--- config.mk ---
export PLATFORM = sky130hd
export DESIGN_NAME = btn_event_uart_tx
export DESIGN_NICKNAME = d
export VERILOG_FILES = /design/src/rtl/btn_event_uart_tx.sv
export SDC_FILE = /design/constraint.sdc
export NUM_CORES = 1
export LEC_CHECK = 0
export ABC_AREA = 1
export CAP_MARGIN = 30
export CORE_MARGIN = 8
export CORE_UTILIZATION = 54
export DETAILED_ROUTE_END_ITERATION = 16
export GPL_TIMING_DRIVEN = 0
export PLACE_DENSITY = 0.84
export SYNTH_ARGS = -nofsm -noshare
export SYNTH_HDL_FRONTEND = slang
export SYNTH_SLANG_ARGS = --single-unit
--- constraint.sdc ---
create_clock -name clk_100MHz -period 2.5 [get_ports clk_100MHz]
set_input_delay 0.25 -clock clk_100MHz [delete_from_list [all_inputs] [get_ports clk_100MHz]]
set_output_delay 0.25 -clock clk_100MHz [all_outputs]
set_load 0.05 [all_outputs]
--- src/rtl/btn_event_uart_tx.sv ---
// Button event packetiser: debounced ticks -> event FIFO -> UART write strobes.
// Optional macro BTN_EVT_SEQ_EN appends an 8-bit sequence byte after each code byte.
module btn_event_uart_tx #(
    parameter int          NUM_BTN    = 4,
    parameter int          FIFO_DEPTH = 8,
    parameter int          ADDR_W     = 3,
    parameter logic [7:0]  CODE_BASE  = 8'h30
) (
    input  logic               clk_100MHz,
    input  logic               reset,
    input  logic [NUM_BTN-1:0] btn_tick,
    input  logic               tx_full,
    output logic               write_uart,
    output logic [7:0]         write_data,
    output logic [ADDR_W:0]    fifo_count,
    output logic               overflow
);

    localparam int IDX_W = (NUM_BTN > 1) ? $clog2(NUM_BTN) : 1;
    localparam logic [ADDR_W:0] FULL_CNT = (ADDR_W+1)'(FIFO_DEPTH);

`ifdef BTN_EVT_SEQ_EN
    typedef enum logic [1:0] {S_IDLE, S_CODE, S_GAP, S_SEQ} state_t;
    logic [7:0] seq_q, seq_d;
`else
    typedef enum logic {S_IDLE, S_ISSUE} state_t;
`endif

    state_t state_q, state_d;

    logic [NUM_BTN-1:0] pending_q, pending_d;
    logic [NUM_BTN-1:0] grant;
    logic [IDX_W-1:0]   grant_idx;
    logic               any_pend;
    logic               push, pop;
    logic [7:0]         push_data;
    logic               ovf_q, ovf_d;

    logic [7:0]         mem_q [FIFO_DEPTH];
    logic [ADDR_W-1:0]  wr_ptr_q, wr_ptr_d;
    logic [ADDR_W-1:0]  rd_ptr_q, rd_ptr_d;
    logic [ADDR_W:0]    count_q, count_d;
    logic               fifo_full, fifo_empty;

    logic               wu_q, wu_d;
    logic [7:0]         wd_q, wd_d;

    assign fifo_full  = (count_q == FULL_CNT);
    assign fifo_empty = (count_q == '0);

    // Priority arbiter: lowest pending index wins a FIFO slot; coalesced ticks flag overflow
    always_comb begin
        grant_idx = '0;
        any_pend  = 1'b0;
        for (int i = NUM_BTN - 1; i >= 0; i--) begin
            if (pending_q[i]) begin
                grant_idx = IDX_W'(i);
                any_pend  = 1'b1;
            end
        end
        push  = any_pend && !fifo_full;
        grant = '0;
        if (push) begin
            grant[grant_idx] = 1'b1;
        end
        push_data = CODE_BASE + 8'(grant_idx);
        pending_d = (pending_q & ~grant) | btn_tick;
        ovf_d     = ovf_q | (|(btn_tick & pending_q & ~grant));
    end

    // FIFO pointer and occupancy bookkeeping
    always_comb begin
        wr_ptr_d = push ? wr_ptr_q + 1'b1 : wr_ptr_q;
        rd_ptr_d = pop  ? rd_ptr_q + 1'b1 : rd_ptr_q;
        count_d  = count_q;
        unique case ({push, pop})
            2'b10:   count_d = count_q + 1'b1;
            2'b01:   count_d = count_q - 1'b1;
            default: count_d = count_q;
        endcase
    end

`ifdef BTN_EVT_SEQ_EN
    // Drain FSM: code strobe pops the head, then a gap, then the sequence strobe
    always_comb begin
        state_d = state_q;
        wu_d    = 1'b0;
        wd_d    = wd_q;
        pop     = 1'b0;
        seq_d   = seq_q;
        unique case (state_q)
            S_IDLE: begin
                if (!fifo_empty && !tx_full) begin
                    pop     = 1'b1;
                    wu_d    = 1'b1;
                    wd_d    = mem_q[rd_ptr_q];
                    state_d = S_CODE;
                end
            end
            S_CODE: state_d = S_GAP;
            S_GAP: begin
                if (!tx_full) begin
                    wu_d    = 1'b1;
                    wd_d    = seq_q;
                    seq_d   = seq_q + 8'd1;
                    state_d = S_SEQ;
                end
            end
            S_SEQ:   state_d = S_IDLE;
            default: state_d = S_IDLE;
        endcase
    end
`else
    // Drain FSM: one registered strobe, then a mandatory idle cycle
    always_comb begin
        state_d = state_q;
        wu_d    = 1'b0;
        wd_d    = wd_q;
        pop     = 1'b0;
        unique case (state_q)
            S_IDLE: begin
                if (!fifo_empty && !tx_full) begin
                    pop     = 1'b1;
                    wu_d    = 1'b1;
                    wd_d    = mem_q[rd_ptr_q];
                    state_d = S_ISSUE;
                end
            end
            S_ISSUE: state_d = S_IDLE;
            default: state_d = S_IDLE;
        endcase
    end
`endif

    // Event storage; contents are don't-care while the FIFO is empty
    always_ff @(posedge clk_100MHz) begin
        if (push) begin
            mem_q[wr_ptr_q] <= push_data;
        end
    end

    // Control state registers with synchronous reset
    always_ff @(posedge clk_100MHz) begin
        if (reset) begin
            state_q   <= S_IDLE;
            pending_q <= '0;
            ovf_q     <= 1'b0;
            wr_ptr_q  <= '0;
            rd_ptr_q  <= '0;
            count_q   <= '0;
            wu_q      <= 1'b0;
            wd_q      <= 8'h00;
`ifdef BTN_EVT_SEQ_EN
            seq_q     <= 8'h00;
`endif
        end else begin
            state_q   <= state_d;
            pending_q <= pending_d;
            ovf_q     <= ovf_d;
            wr_ptr_q  <= wr_ptr_d;
            rd_ptr_q  <= rd_ptr_d;
            count_q   <= count_d;
            wu_q      <= wu_d;
            wd_q      <= wd_d;
`ifdef BTN_EVT_SEQ_EN
            seq_q     <= seq_d;
`endif
        end
    end

    assign write_uart = wu_q;
    assign write_data = wd_q;
    assign fifo_count = count_q;
    assign overflow   = ovf_q;

endmodule

==> results of run 1 <==
## how the worst min path moves through the flow
stage | startpoint | depth (start not counted) | slack (ns) | end
after floorplan | btn_tick[1] | 2 | 0.37 | pending_q[1]
after global placement | write_data[1] | 2 | 0.45 | write_data[1]
after detailed placement | write_data[1] | 2 | 0.46 | write_data[1]
after CTS | write_data[1] | 2 | 0.47 | write_data[1]
after global routing | btn_tick[3] | 3 | 0.50 | pending_q[3]
final | write_data[1] | 2 | 0.48 | write_data[1]
## logic make-up (layout without fill, tap and decap cells)
kind of cell,Yosys count,after routing,synth area share
fa+ha+maj,6,6,0.04821
xor+xnor,2,2,0.01023
buf+inv,35,59,0.09423
compound gates,24,24,0.07378
other cells,1,4,0.002189
flops,35,35,0.5026
simple gates,100,100,0.2688
## cell type report
class | instances | area [um2] | share of cell area
sequential | 35 | 860.8 | 0.4311
clock buffer | 5 | 37.54 | 0.01880
tap | 44 | 55.05 | 0.02757
inverter | 28 | 112.6 | 0.05639
buffer | 7 | 48.80 | 0.02444
multi-input combinational | 136 | 701.9 | 0.3515
timing repair buffer | 16 | 160.2 | 0.08020
clock inverter | 3 | 20.02 | 0.01003
## routing by layer
layer	vias to the layer above	share of wire
met2	27	0.47
met1	598	0.46
met3	5	0.058
li1	689	-
met4	0	0.016
met5	-	0
## placed cells by master (no fill, tap or decap), drive strengths merged, types with 4 or more instances in the layout
cell type and n:
o21ai 7, clkdlybuf4s50 16, clkbuf 6, buf 6, nand3 15, ha 5
edfxtp 16, conb 4, a21oi 16, nand2 53, dfxtp 19, nor2 29
inv 28
## worst max-delay path: stages, from the launching register on
cell	delay, ns
sky130_fd_sc_hd__dfxtp_1	0.40
sky130_fd_sc_hd__nor2_4	0.18
sky130_fd_sc_hd__nand3_2	0.12
sky130_fd_sc_hd__nand2_4	0.15
sky130_fd_sc_hd__inv_4	0.06
sky130_fd_sc_hd__ha_1	0.24
sky130_fd_sc_hd__ha_1	0.34
sky130_fd_sc_hd__a21oi_1	0.20
sky130_fd_sc_hd__nand2_1	0.08
sky130_fd_sc_hd__nand2_1	0.07
sky130_fd_sc_hd__nand2_1	0.05
sky130_fd_sc_hd__nand2_1	0.05
sky130_fd_sc_hd__a21oi_1	0.05
## registers in the layout, summed over array words and instances (netlist names)
register	flops
fifo_count	4
mem_q	16
overflow	1
pending_q	4
rd_ptr_q	3
state_q	1
wr_ptr_q	3
write_data	3
## power by group through the flow
stage	logic, W	clock network [W]	registers, W
final	0.000852	0.000307	0.000791
after global routing	0.000946	0.000346	0.000805
after CTS	0.000859	0.000314	0.000791
after detailed placement	0.000854	0	0.000803
after global placement	0.000823	0	0.000800
after floorplan	0.000488	0	0.000942
## metrics by stage
stage                     setup WS [ns]  power, W  hold WS (ns)  cells  utilization
final                            0.3844  0.001951        0.4752    274       0.6595
after global routing             0.2061  0.002097        0.4952    274       0.6595
after CTS                        0.4070  0.001964        0.4736    274       0.6595
after detailed placement         0.2510  0.001657        0.4560    266       0.6405
after global placement           0.3007  0.001623        0.4519    266       0.6405
after floorplan                  0.3547  0.001430        0.3674    206            -
==> summary.md, run 1 <==
* complete, no violations — outcome
* 3028 um2 — area of the placeable core
* 107 — iteration-0 DRC count of the detailed router
* 4 — first drt pass iteration count
* built — clock tree from TritonCTS
* 2 — clock buffer depth
* 0.05234 — met3 layer usage reported by global route
* 242 — Layout Nets
* 35 — count of state elements after synthesis
* 792.0 uV — worst-case vdd ir drop
* 0 — # Max-Cap Violations
* reg -> reg — class of the most critical hold timing path
* 0 — yosys synthesis warning count
* 0.158 — part of the total power dissipated in the clock network
* 0.4727 GHz — fmax
* 275 — Filler Cells Inserted
* register — kind of capture point of the worst setup path
* 0.38 ns — register-to-register path setup slack
* 0 — total setup buffers inserted after CTS
* fifo_count[3] — worst setup path endpoint
* 5230 um2 — area of the die
* 0.8673 nW — Lkg Pwr
* 0 — count of hold buffers inserted by post-cts repair
* 0 — antenna-violating nets left
* 16 — number of flops mapped to enable cells by yosys
* 0.12 ns — clock input transition at the sequential cells of the worst setup and hold paths
* 1939 um2 — Placed Instance Area
* 0.1347 — combined global-route utilization of all metal layers
* 16.58% — layout overhead on the synthesized area
* 13 — maximum number of pins on one net before global-route repair
* fifo_count[0] — critical register-to-register path startpoint
* register — sort of element at the start of the critical path
* fifo_count[3] — reg-to-reg critical path endpoint
* 0.1460 — global-route track usage on met1
* 976.9 nW/um2 — Pwr Density
* 0 — antenna violations before repair
* 0 — count of inserted antenna diode cells
* 0 — DR DRC count
* no — RSZ-0062 raised after global routing
* 0.8462 — share of the clock period used by the worst path
* 16 — number of buffers inserted by port buffering
* 0.437 — share of power burned in combinational logic
* 11.67 um — Wirelength per Cell
* 0.01196 ns — Worst Skew
* 203 — gate count after technology mapping
* 0.1304 — layout cells sized above 1
* 2.116 ns — time the worst path needs with I/O delays and setup
* 0.6406 — Max-Slew Margin vs Limit
* sky130_fd_sc_hd__clkbuf_4 — CTS Root Cell
* 0.2805 — area fraction of the dominant cell type after synthesis
* 1997 um2 — final instance area
* 0.4376 — proportion of total power due to net switching
* 21 — Boundary Pins
* 2.72 ns — CP Data Required Time
* 0 — Final Max Tran Viols
* sky130_fd_sc_hd__nand2_1 — most instantiated library cell after synthesis
* 2 — maximum level of the CTS H-tree
* sky130_fd_sc_hd__edfxtp_1, sky130_fd_sc_hd__dfxtp_1, sky130_fd_sc_hd__nand2_1, sky130_fd_sc_hd__nor2_1, sky130_fd_sc_hd__inv_1 — Synth area leaders
* 1,319 — number of vias in the routed layout
* 0 — final setup violation count
* 0.5657 — Initial Utilization
* 12 — Worst Reg2Reg Path Length in Cells
* 72.32 um — height of the die
* 0 ns — Total Negative Setup Slacks
* 1713 um2 — cell area after synthesis
* 28 — number of different library cells in the post-synthesis netlist
* 2.448 mm — sum of net half-perimeters after detailed placement
* 0.2267 — met2 Use GR
* sky130_fd_sc_hd__dfxtp_1 — most frequently used flop master after synthesis
* 5 — clock buffers created by TritonCTS
* 35 — clk sinks
* 0.5026 — portion of the post-synthesis area used by sequential elements
* met2 — Most Used Layer, Global Route
* 0 — Gates resized, CTS repair
* 72.32 um — Die X
* 20 — std cell rows
* 0.5372 ns — actual transition at the worst max-transition pin
* 4.814 — Avg Vias per Cell
* fifo_count[0] — origin of the worst setup path
* 5.485 mm — first-pass GRT wire length
* sky130_fd_sc_hd__nand2_1, sky130_fd_sc_hd__nor2_1, sky130_fd_sc_hd__inv_1 — commonest cells in the synthesized netlist
* 10 — peak fanout along the critical path
* 0.34 ns — clock insertion delay at the later pin of the skew report
* 0.406 — Seq pwr share
* 0 — share of synthesized registers carrying an async set or reset
* 0.001097 W — internal power
* 1,253 — via count of the first global-routing pass
* reg -> reg — Worst Path Class, Setup
* 2.33 ns — arrival time reported for the critical path endpoint
* sky130_fd_sc_hd__edfxtp_1 — biggest area consumer among synthesized cells
* 0 — GRT Residual Overflow
* 0.0008536 W — switching power
* 3.198 mm — Final Routed Wirelength
* 0.8515 — GP Congestion
* 0 — Final Hold Vio Count
* 8.438 um2 — per-instance average area after synthesis
(Power assumes the default switching activity.)
==> inputs of run 2 (changes only) <==
Clock period 2.5 ns to 2.2 ns, I/O delays scaled along.
==> summary.md, run 2 (synthesis results as in run 1) <==
* 16 — flip-flop count of the largest register after layout, unchanged
* 20 — std cell rows, unchanged
* 243 — Layout Nets, was 242
* 17.17% — layout overhead on the synthesized area, was 16.58%
* 0.34 ns — clock insertion delay at the later pin of the skew report, about the same
* 2 — clock buffer depth, unchanged
* sky130_fd_sc_hd__nand2_1, sky130_fd_sc_hd__nor2_1, sky130_fd_sc_hd__inv_1 — commonest non-fill, non-tap cells in the layout, unchanged
* 1939 um2 — Placed Instance Area, unchanged
* 5.485 mm — first-pass GRT wire length, unchanged
* -0.01903 ns — post-place setup slack, was 0.2510 ns
* 0.404 — Seq pwr share, was 0.406
* 0.439 — share of power burned in combinational logic, was 0.437
* built — clock tree from TritonCTS, unchanged
* 13 — maximum number of pins on one net before global-route repair, unchanged
* 2 — maximum level of the CTS H-tree, unchanged
* register — sort of element at the start of the critical path, unchanged
* 0.8515 — GP Congestion, unchanged
* 94 — iteration-0 DRC count of the detailed router, was 107
* 72.32 um — height of the die, unchanged
* no — RSZ-0062 raised after global routing, unchanged
* register — kind of capture point of the worst setup path, unchanged
* 3.201 mm — Final Routed Wirelength, was 3.198 mm
* fifo_count[0] — origin of the worst setup path, unchanged
* 0.12 ns — clock input transition at the sequential cells of the worst setup and hold paths, about the same
* 2.017 ns — time the worst path needs with I/O delays and setup, was 2.116 ns
* 5 — clock buffers created by TritonCTS, unchanged
* 0.157 — part of the total power dissipated in the clock network, was 0.158
* 0.0009728 W — switching power, was 0.0008536 W
* 0 — antenna-violating nets left, unchanged
* complete, no violations — outcome, unchanged
* sky130_fd_sc_hd__clkbuf_4 — CTS Root Cell, unchanged
* 0.4354 — proportion of total power due to net switching, was 0.4376
* 1113 nW/um2 — Pwr Density, was 976.9 nW/um2
* 5230 um2 — area of the die, unchanged
* 6 — peak fanout along the critical path, was 10
* 0.8724 nW — Lkg Pwr, was 0.8673 nW
* 0.9167 — share of the clock period used by the worst path, was 0.8462
* 0.4959 GHz — fmax, was 0.4727 GHz
* fifo_count[0] — critical register-to-register path startpoint, unchanged
* 0 — final setup violation count, unchanged
* 16 — number of buffers inserted by port buffering, unchanged
* 11.64 um — Wirelength per Cell, was 11.67 um
* reg -> reg — class of the most critical hold timing path, unchanged
* 4.822 — Avg Vias per Cell, was 4.814
* 0 — # Max-Cap Violations, unchanged
* 0 — Final Max Tran Viols, unchanged
* 0.1429 — layout cells sized above 1, was 0.1304
* 12 — Worst Reg2Reg Path Length in Cells, unchanged
* 0 — count of inserted antenna diode cells, unchanged
* 2007 um2 — final instance area, was 1997 um2
* reg -> reg — Worst Path Class, Setup, unchanged
* 2.448 mm — sum of net half-perimeters after detailed placement, unchanged
* 895.9 uV — worst-case vdd ir drop, was 792.0 uV
* 1,326 — number of vias in the routed layout, was 1,319
* 1,253 — via count of the first global-routing pass, unchanged
* 35 — clk sinks, unchanged
* 21 — Boundary Pins, unchanged
* 2.42 ns — CP Data Required Time, was 2.72 ns
* 0 — antenna violations before repair, unchanged
* 0 — GRT Residual Overflow, unchanged
* 5 — first drt pass iteration count, was 4
* 3028 um2 — area of the placeable core, unchanged
* 0.5657 — Initial Utilization, unchanged
* 0.1833 ns — fin worst setup slack, was 0.3844 ns
* sky130_fd_sc_hd__nand2_1 — most common cell after layout, fill and taps aside, unchanged
* 0.1347 — combined global-route utilization of all metal layers, unchanged
* mem_q — register name with the most flops, unchanged
* 0.6628 — final core occ, was 0.6595
* 0.4990 ns — actual transition at the worst max-transition pin, was 0.5372 ns
* 0.6663 — Max-Slew Margin vs Limit, was 0.6406
* 0.01215 ns — Worst Skew, was 0.01196 ns
* 2.23 ns — arrival time reported for the critical path endpoint, was 2.33 ns
* 0 — DR DRC count, unchanged
* 2 — worst hold path depth, unchanged
* 0 — Final Hold Vio Count, unchanged
* 0 ns — Total Negative Setup Slacks, unchanged
* write_data[1] — source of the worst hold timing path, unchanged
* 72.32 um — Die X, unchanged
* 0.001261 W — internal power, was 0.001097 W
==> run 2: final timing paths <==
kind	slack, ns	endpoint
max	0.18	fifo_count[3]
min	0.47	write_data[1]
max reg2reg	0.18	fifo_count[3]
min reg2reg	0.47	write_data[1]
==> run 2: critical path, cell delays in order, from the launching register on <==
cell                      delay [ns]
sky130_fd_sc_hd__dfxtp_2        0.37
sky130_fd_sc_hd__nor2_4         0.16
sky130_fd_sc_hd__nand3_2        0.12
sky130_fd_sc_hd__nand2_4        0.11
sky130_fd_sc_hd__inv_4          0.05
sky130_fd_sc_hd__ha_1           0.24
sky130_fd_sc_hd__ha_1           0.34
sky130_fd_sc_hd__a21oi_1        0.20
sky130_fd_sc_hd__nand2_1        0.08
sky130_fd_sc_hd__nand2_1        0.07
sky130_fd_sc_hd__nand2_1        0.05
sky130_fd_sc_hd__nand2_1        0.05
sky130_fd_sc_hd__a21oi_1        0.05
==> run 2: power by group through the flow <==
stage	logic [W]	clock network (W)	registers, W
floorplan	0.000554	0	0.00107
global placement	0.000935	0	0.000909
detailed placement	0.000970	0	0.000913
CTS	0.000976	0.000357	0.000899
global route	0.00109	0.000393	0.000918
finish	0.000981	0.000350	0.000903
==> run 2: final cells by class <==
cell class                 instances  area [um2]
tap                               44       55.05
fill                             274        1021
clock buffer                       5       37.54
buffer                             7       48.80
timing repair buffer              17       167.7
clock inverter                     3       20.02
sequential                        35       863.3
multi-input combinational        136       701.9
inverter                          28       112.6
==> run 2: metrics by stage <==
stage / hold WS [ns] / cells / power (W)
after floorplan: 0.3374 / 206 / 0.001625
after global placement: 0.4519 / 266 / 0.001844
after detailed placement: 0.4560 / 266 / 0.001883
after CTS: 0.4722 / 274 / 0.002232
after global routing: 0.4652 / 275 / 0.002398
final: 0.4724 / 275 / 0.002234
==> run 2: layer usage <==
layer / wire (um) / vias to the layer above / global-route usage
li1: - / 692 / -
met1: 1462 / 600 / 0.1460
met2: 1509 / 29 / 0.2267
met3: 178 / 5 / 0.05234
met4: 51 / 0 / 0.05896
met5: 0 / - / 0
==> run 2: timing repair <==
item,CTS,global route
hold buffers,0,0
buffers inserted,0,1
resized for setup,0,2
setup endpoints to repair,0,2
